$ cat src/rtl/cnt_sched_pkg.sv
// Shared types and defaults for the cnt_sched command scheduler and its counter.
// The optional div3 tracking is enabled with CNT_SCHED_DIV3_EN.
package cnt_sched_pkg;

   localparam int W_DEF         = 16;
   localparam int LIMIT_RST_DEF = 300;

   typedef enum logic [1:0] {
      CMD_STOP      = 2'd0,
      CMD_START     = 2'd1,
      CMD_LOAD      = 2'd2,
      CMD_SET_LIMIT = 2'd3
   } cmd_e;

   typedef enum logic {
      ST_HOLD = 1'b0,
      ST_RUN  = 1'b1
   } state_e;

   function automatic logic [1:0] mod3_inc(input logic [1:0] r);
      return (r == 2'd2) ? 2'd0 : r + 2'd1;
   endfunction

endpackage

$ cat src/rtl/cnt_sched_if.sv
// Two-requester command channel: per-requester valid/cmd/data, shared ready and grant id.
interface cnt_sched_if
   import cnt_sched_pkg::*;
#(
   parameter int W = W_DEF
) ();

   logic [1:0]   req_valid;
   logic [1:0]   req_ready;
   cmd_e         req0_cmd;
   cmd_e         req1_cmd;
   logic [W-1:0] req0_data;
   logic [W-1:0] req1_data;
   logic         grant_id;

   modport master (
      output req_valid, req0_cmd, req1_cmd, req0_data, req1_data,
      input  req_ready, grant_id
   );

   modport slave (
      input  req_valid, req0_cmd, req1_cmd, req0_data, req1_data,
      output req_ready, grant_id
   );

endinterface

$ cat src/rtl/cnt_sched_mod3.sv
// mod3_tracker: residue-mod-3 shadow of the event counter, producing a registered div3 flag.
// Only instantiated when CNT_SCHED_DIV3_EN is defined.
module mod3_tracker
   import cnt_sched_pkg::*;
#(
   parameter int W = W_DEF
) (
   input  logic         clk,
   input  logic         rstn,
   input  logic         load,
   input  logic [W-1:0] load_data,
   input  logic         inc,
   input  logic         clr,
   output logic         div3
);

   logic [1:0] residue;
   logic [1:0] load_res;

   // Reduce the load operand MSB-first: r' = (2r + bit) mod 3, which stays in 0..5 before the fold.
   always_comb begin
      logic [2:0] tmp;
      load_res = 2'd0;
      tmp      = 3'd0;
      for (int i = W - 1; i >= 0; i--) begin
         tmp      = {load_res, load_data[i]};
         load_res = (tmp >= 3'd3) ? 2'(tmp - 3'd3) : tmp[1:0];
      end
   end

   always_ff @(posedge clk or negedge rstn) begin
      if (!rstn) begin
         residue <= 2'd0;
      end else if (load) begin
         residue <= load_res;
      end else if (clr) begin
         residue <= 2'd0;
      end else if (inc) begin
         residue <= mod3_inc(residue);
      end
   end

   assign div3 = (residue == 2'd0);

endmodule

$ cat src/rtl/cnt_sched.sv
// cnt_sched: round-robin command scheduler owning the shared wrap-around event counter.
// Define CNT_SCHED_DIV3_EN to build the residue tracker that drives div3; otherwise div3 is 0.
module cnt_sched
   import cnt_sched_pkg::*;
#(
   parameter int W         = W_DEF,
   parameter int LIMIT_RST = LIMIT_RST_DEF
) (
   input  logic         clk,
   input  logic         rstn,
   cnt_sched_if.slave   bus,
   output logic [W-1:0] cnt,
   output logic         running,
   output logic         wrap,
   output logic         div3
);

   logic         prio;
   logic         accept;
   logic         gid;
   cmd_e         sel_cmd;
   logic [W-1:0] sel_data;
   logic [W-1:0] limit;
   state_e       state;
   logic         step;
   logic         step_wrap;

   // Preferred requester wins if valid, else the other one; nothing is accepted while in reset.
   always_comb begin
      accept = 1'b0;
      gid    = prio;
      if (rstn) begin
         if (bus.req_valid[prio]) begin
            accept = 1'b1;
         end else if (bus.req_valid[~prio]) begin
            accept = 1'b1;
            gid    = ~prio;
         end
      end
   end

   assign bus.req_ready = accept ? (gid ? 2'b10 : 2'b01) : 2'b00;
   assign bus.grant_id  = gid;
   assign sel_cmd       = gid ? bus.req1_cmd  : bus.req0_cmd;
   assign sel_data      = gid ? bus.req1_data : bus.req0_data;

   assign step      = !accept && (state == ST_RUN);
   assign step_wrap = step && (cnt >= limit);

   always_ff @(posedge clk or negedge rstn) begin
      if (!rstn) begin
         state <= ST_RUN;
      end else if (accept) begin
         case (sel_cmd)
            CMD_STOP:      state <= ST_HOLD;
            CMD_START:     state <= ST_RUN;
            CMD_LOAD:      state <= state;
            CMD_SET_LIMIT: state <= state;
            default:       state <= state;
         endcase
      end
   end

   assign running = (state == ST_RUN);

   // Accepted commands take precedence over the count step, so load and increment never coincide.
   always_ff @(posedge clk or negedge rstn) begin
      if (!rstn) begin
         cnt   <= '0;
         limit <= W'(LIMIT_RST);
         wrap  <= 1'b0;
         prio  <= 1'b0;
      end else begin
         wrap <= 1'b0;
         if (accept) begin
            prio <= ~gid;
            if (sel_cmd == CMD_LOAD) begin
               cnt <= sel_data;
            end
            if (sel_cmd == CMD_SET_LIMIT) begin
               limit <= sel_data;
            end
         end else if (step_wrap) begin
            cnt  <= '0;
            wrap <= 1'b1;
         end else if (step) begin
            cnt <= cnt + W'(1);
         end
      end
   end

`ifdef CNT_SCHED_DIV3_EN
   logic load_en;
   assign load_en = accept && (sel_cmd == CMD_LOAD);

   mod3_tracker #(
      .W (W)
   ) u_mod3 (
      .clk       (clk),
      .rstn      (rstn),
      .load      (load_en),
      .load_data (sel_data),
      .inc       (step && !step_wrap),
      .clr       (step_wrap),
      .div3      (div3)
   );
`else
   assign div3 = 1'b0;
`endif

endmodule

$ cat src/flat_wrapper.sv
// flat-port wrapper written by rule: the top's interface ports become plain ports
module cnt_sched_flat import cnt_sched_pkg::*;
#(
   parameter int W         = W_DEF,
   parameter int LIMIT_RST = LIMIT_RST_DEF
)
  (clk, rstn, cnt, running, wrap, div3, bus_req_valid, bus_req0_cmd, bus_req1_cmd, bus_req0_data, bus_req1_data, bus_req_ready, bus_grant_id);
  cnt_sched_if #(.W(W)) bus_i ();
  input  logic clk;
  input  logic rstn;
  output logic [W-1:0] cnt;
  output logic running;
  output logic wrap;
  output logic div3;
  input wire logic [$bits(bus_i.req_valid)-1:0] bus_req_valid;
  input wire logic [$bits(bus_i.req0_cmd)-1:0] bus_req0_cmd;
  input wire logic [$bits(bus_i.req1_cmd)-1:0] bus_req1_cmd;
  input wire logic [$bits(bus_i.req0_data)-1:0] bus_req0_data;
  input wire logic [$bits(bus_i.req1_data)-1:0] bus_req1_data;
  output wire logic [$bits(bus_i.req_ready)-1:0] bus_req_ready;
  output wire logic [$bits(bus_i.grant_id)-1:0] bus_grant_id;
  assign bus_i.req_valid = bus_req_valid;
  assign bus_i.req0_cmd = bus_req0_cmd;
  assign bus_i.req1_cmd = bus_req1_cmd;
  assign bus_i.req0_data = bus_req0_data;
  assign bus_i.req1_data = bus_req1_data;
  assign bus_req_ready = bus_i.req_ready;
  assign bus_grant_id = bus_i.grant_id;
  cnt_sched #(.W(W), .LIMIT_RST(LIMIT_RST)) u_core (.clk(clk), .rstn(rstn), .bus(bus_i), .cnt(cnt), .running(running), .wrap(wrap), .div3(div3));
endmodule
$ cat config.mk
export PLATFORM = sky130hd
export DESIGN_NAME = cnt_sched_flat
export DESIGN_NICKNAME = d
export VERILOG_FILES = /design/src/rtl/cnt_sched_pkg.sv /design/src/rtl/cnt_sched_if.sv /design/src/rtl/cnt_sched_mod3.sv /design/src/rtl/cnt_sched.sv /design/src/flat_wrapper.sv
export SDC_FILE = /design/constraint.sdc
export NUM_CORES = 1
export LEC_CHECK = 0
export CORE_UTILIZATION = 35
export CTS_BUF_LIST = sky130_fd_sc_hd__clkbuf_4
export CTS_CLUSTER_SIZE = 16
export DETAILED_ROUTE_END_ITERATION = 7
export PLACE_DENSITY = 0.59
export SLEW_MARGIN = 20
export SYNTH_ARGS = -nofsm -noshare
export SYNTH_HDL_FRONTEND = slang
export SYNTH_SLANG_ARGS = --single-unit
$ cat constraint.sdc
create_clock -name clk -period 3.4 [get_ports clk]
set_input_delay 0.51 -clock clk [delete_from_list [all_inputs] [get_ports clk]]
set_output_delay 0.51 -clock clk [all_outputs]
set_load 0.05 [all_outputs]
== Word level (Yosys, flattened, before mapping) ==
Cells that the tools add are included.

* Bits in registers: 35
* Output and inout bits: 22

* $lt $le $gt $ge: 3
* Eq/ne operators: 4
* Bitwise gates (word level): 3
* Add/subtract/negate cells: 1
* Mux-type cells: 21
* Reduce and logical (&&, ||, !) cells: 9

{| class="wikitable"
|+ Operator list
! kind !! number
|-
| 16-bit 2-to-1 mux || 5
|-
| 16-bit by 1-bit adder with 16-bit output (second input constant) || 1
|-
| 16-bit >= comparator || 1
|-
| 1-bit 2-to-1 mux || 12
|-
| 2-bit 2-to-1 mux || 3
|-
| 2-bit AND reduction || 3
|-
| 2-bit equality test (second input constant) || 2
|-
| 1-bit by 2-bit < comparator with 1-bit output (second input constant) || 2
|-
| 1-bit inverter || 3
|-
| 3-bit nonzero test || 1
|-
| 2-bit by 1-bit equality test with 1-bit output (second input constant) || 1
|-
| 1-bit logical AND || 2
|-
| 2-bit zero test || 1
|-
| 2-bit inequality test (second input constant) || 1
|-
| 1-bit one-hot mux with 2 select lines || 1
|-
| 2-bit OR reduction || 1
|-
| 1-bit zero test || 1
|}

== Logic depth before layout (Yosys ltp) ==
* Word-level depth: 11
* Depth in mapped cells: 9
* Mapped depth without buffers: 8

== Worst setup path after synthesis ==
No wires, ideal clock.

* Path type: reg2reg
* Start: register u_core.cnt[13]
* End: register u_core.cnt[10]
* Stages on the path, launching flop included: 9
* Arrival: 2.551 ns
* Setup time: 0.121 ns
* Path slack: 0.728 ns
* Buffers on the path: 1
* Cells stage by stage: dfrtp_1 > ha_1 > nand4_1 > nor3_1 > or4b_4 > a41oi_4 > buf_6 > o22ai_1 > a22o_1

* Longest elaborated chain between the ends: 4
* Elaborated cells between the ends (all ways): 6

{| class="wikitable"
|+ RTL lines
! item !! RTL line !! text
|-
| start: declaration || cnt_sched.sv:12 || <nowiki>output logic [W-1:0] cnt,</nowiki>
|-
| start signal: assignment || cnt_sched.sv:78 || <nowiki>cnt <= sel_data;</nowiki>
|-
| start signal: assignment || cnt_sched.sv:87 || <nowiki>cnt <= cnt + W'(1);</nowiki>
|-
| 16-bit >= comparator * || cnt_sched.sv:48 || <nowiki>assign step_wrap = step && (cnt >= limit);</nowiki>
|-
| 1-bit logical AND * || cnt_sched.sv:48 ||
|-
| 3-bit nonzero test (no line) or 16-bit 2-to-1 mux (tied branches) || n/a ||
|-
| 2-bit AND reduction (no line) or 16-bit 2-to-1 mux (tied branches) || n/a ||
|}

Every way passes the cells marked *; elsewhere a longest branch is shown, timed or not.
A chain may end at the register's enable or synchronous reset.

== Worst setup path after layout ==
* Start: register u_core.limit[8]
* End: register u_core.cnt[6]

* Longest elaborated chain between the ends: 4
* Elaborated cells between the ends (all ways): 6

{| class="wikitable"
|+ RTL lines
! item !! RTL line !! text
|-
| start: declaration || cnt_sched.sv:23 || <nowiki>logic [W-1:0] limit;</nowiki>
|-
| start signal: assignment || cnt_sched.sv:70 || <nowiki>limit <= W'(LIMIT_RST);</nowiki>
|-
| start signal: assignment || cnt_sched.sv:81 || <nowiki>limit <= sel_data;</nowiki>
|-
| 16-bit >= comparator * || cnt_sched.sv:48 ||
|-
| 1-bit logical AND * || cnt_sched.sv:48 ||
|-
| 3-bit nonzero test (no line) or 16-bit 2-to-1 mux (tied branches) || n/a ||
|-
| 2-bit AND reduction (no line) or 16-bit 2-to-1 mux (tied branches) || n/a ||
|}

Marked as above.

==> results.md <==
- Number of diodes: 0
- Cell Int Power: 1280 uW
- Most frequent cells in the layout: clkdlybuf4s50_1 (56), dfrtp_1 (30), nor2_1 (29)
- Ys Warns: 0
- Global route overflow: 0
- Post-DP HPWL: 4.58 mm
- CTS root buffer: clkbuf_4
- Tmin final: 2840 ps
- Die width: 84.4 microns
- TritonCTS clock tree: done
- Clock transition at path regs: approximately 110 ps
- Max Clk Rate: 352 MHz
- Final hold violations: 0
- H-tree level count: 2
- GRT Total Usage: 0.181
- Worst-path fanout max: 19
- Max Root-Sink Buffers: 2
- Clock share of power: 0.092
- Worst VDD drop: roughly 450 uV
- Pre-Repair DR Iteration Count: 6
- First-pass GRT wire length: 10.2 mm
- Total number of vias: 2211
- Final setup margin: 561 ps
- Slowest CP cell: dfstp_2
- Final TNS setup: 0 ps
- Skew final: 13.8 ps
- Gate Count Post-Synth: 265
- Status: finished with violations
- Worst path bufs/invs: 2
- Max stage delay on crit path: 540 ps
- CP required: 3630 ps
- P per Cell Area: 802 nW/um^2
- Vias in the first global route: 2087
- CTS hold repair buffers: 0
- Combinational fraction of design power: 0.581
- Slew HR: 0.558
- Hold Crit Class: input pin to asynchronous set/reset pin
- Synth Register Bits: 35
- P_leak: 0.00139 uW
- Layout cells sized above 1: 0.0793
- Die height: 84.4 microns
- Num CTS Buffers: 5
- Primary FF master, synth: dfrtp_1
- Final ANT Viol Nets: 0
- Most common cell after layout, fill and taps aside: clkdlybuf4s50_1
- Resize count post-CTS: 0
- R2R setup slack: between 500 and 600 ps
- Worst slew pin tran: 658 ps
- Cell Rows: 29
- Syn Area/Cell: around 9 sq um
- Finish-stage setup viols: 0
- Post-DR vias/cell: between 5 and 6
- RSZ-0062 raised after global routing: no
- # clock sinks: 35
- Post-synthesis sequential area ratio: 0.371
- Layout Nets: about 380
- Port bufs: 60
- I/O Pins: 62
- Post-Route WL: ~6 mm
- EDFF count, synth: 0
- DRC: 5
- Slew Limit Fails: 0
- Worst-Skew Late Latency: 350 ps
- Failing checks: design-rule violations
- Sequential share of power: 0.327
- Post-synth ARST share: 1.00
- Pin count of the biggest net entering global routing: 28
- Finished Core Util: 0.488
- Initial antenna violation count: 0
- Area Growth Syn to Fin: 32.5%
- Crit path kind: flip-flop to flip-flop
- Initial Util: 0.368
- Final worst-path cycle share: 0.835
- Routed len/inst: 15.0 microns
- CP delay by family, top: simple AND/OR/NAND/NOR gates
- Pre-CTS setup slack: 574 ps
- Max Cap Viol: 0
- DRT iter0 DRCs: between 70 and 80
- Critical Path Source Type: flip-flop
- Synthesized area: around 2400 sq um
- Total die area: slightly above 7000 sq um
- Syn nets: 322
- Sw frac: 0.494
- Placer Congestion: 0.859
- Post-CTS Setup Bufs: 0
- CP Capture Type: flip-flop
- Core region area: ~6500 sq um
- WP data arrival: 3070 ps
- Net Sw Power: around 1200 uW
- Critical-path cell list: inv_1 -> ha_1 -> nand4_1 -> nor3_1 -> or4b_4 -> a41oi_4 -> buf_4 -> o32ai_1 -> a22o_1
- Synth cell types: 43
layout make-up:
type                            count  area [sq um]
Clock buffer                        6          45.0
Clock inverter                      2          7.51
Fill cell                         629          3310
Inverter                           19          71.3
Multi-Input combinational cell    199          1370
Sequential cell                    35           882
Tap cell                           77          96.3
Timing Repair Buffer               67           678
final timing paths:
path | start | endpoint | depth (start not counted)
max in group asynchronous | rstn | u_core.limit[3] | 2
worst min register to register | u_core.limit[3] | u_core.limit[3] | 2
worst max register to register | u_core.limit[8] | u_core.cnt[6] | 9
worst min-delay path | rstn | u_core.limit[9] | 1
worst max-delay path | u_core.limit[8] | u_core.cnt[6] | 9
min in group clk | u_core.limit[3] | u_core.limit[3] | 2
flip-flops by register name (all words and copies together), names as in the netlist:
signal,cells
u_core.cnt,16
u_core.limit,16
u_core.prio,1
u_core.running,1
u_core.wrap,1
power groups by stage:
stage	Combinational, uW	Clock, uW	Sequential (uW)
2_1_floorplan	701	0	1120
3_3_place_gp	1460	0	829
3_5_place_dp	1470	0	833
4_1_cts	1480	240	825
5_1_grt	1600	260	861
6_report	1470	232	825
synth_stat cells, types with 3 or more instances:
cell	number	area share
nand2_1	13	0.021
a22o_1	13	0.048
nand2b_1	6	0.016
o32ai_1	5	0.018
clkbuf_1	7	0.011
nor3_1	3	0.0063
dfrtp_1	30	0.32
inv_1	19	0.030
o21ai_0	4	0.0084
nand4_1	5	0.013
nor2b_1	3	0.0079
o22ai_1	6	0.016
o21ai_1	13	0.027
mux2i_1	20	0.084
ha_1	17	0.090
a21oi_1	22	0.046
o21a_1	3	0.0095
and3_1	4	0.011
nand3_1	9	0.019
nor2_1	29	0.046
dfstp_2	5	0.055
or3_1	4	0.011
metal layers:
| metal | part of all wire | routed length, microns | GRT usage |
|---|---|---|---|
| met1 | 0.47 | 2840 | 0.248 |
| met2 | 0.47 | 2850 | 0.292 |
| met3 | 0.049 | 297 | 0.0364 |
| met4 | 0.014 | 83 | 0.0524 |
| met5 | 0 | 0 | 0 |
cells by family (layout without fill, tap and decap cells):
kind of cell               Yosys count  in the layout  share of synthesized area
muxes                               20             20                     0.0843
buffers and inverters               31             94                     0.0563
adders and majority gates           17             17                     0.0895
AOI/OAI and AO/OA                   79             79                      0.228
DFF                                 35             35                      0.371
other                                1              1                    0.00158
and+or+nand+nor                     82             82                      0.170
per-stage QoR:
step           instance area (sq um)  std cells  hold slack [ps]  power, uW
6_report                        3150        405             70.2       2520
5_1_grt                         3150        405             80.5       2720
4_1_cts                         3150        405             66.2       2540
3_5_place_dp                    3100        397              451       2300
3_3_place_gp                    3100        397              456       2290
2_1_floorplan                   2380        265              214       1820
worst register-to-register path, cell delays in order (launching register included):
cell	delay (ps)
dfstp_2	540
inv_1	50
ha_1	260
nand4_1	160
nor3_1	190
or4b_4	510
a41oi_4	350
buf_4	310
o32ai_1	120
a22o_1	240
Note: power is estimated with default switching activity, not from simulation.
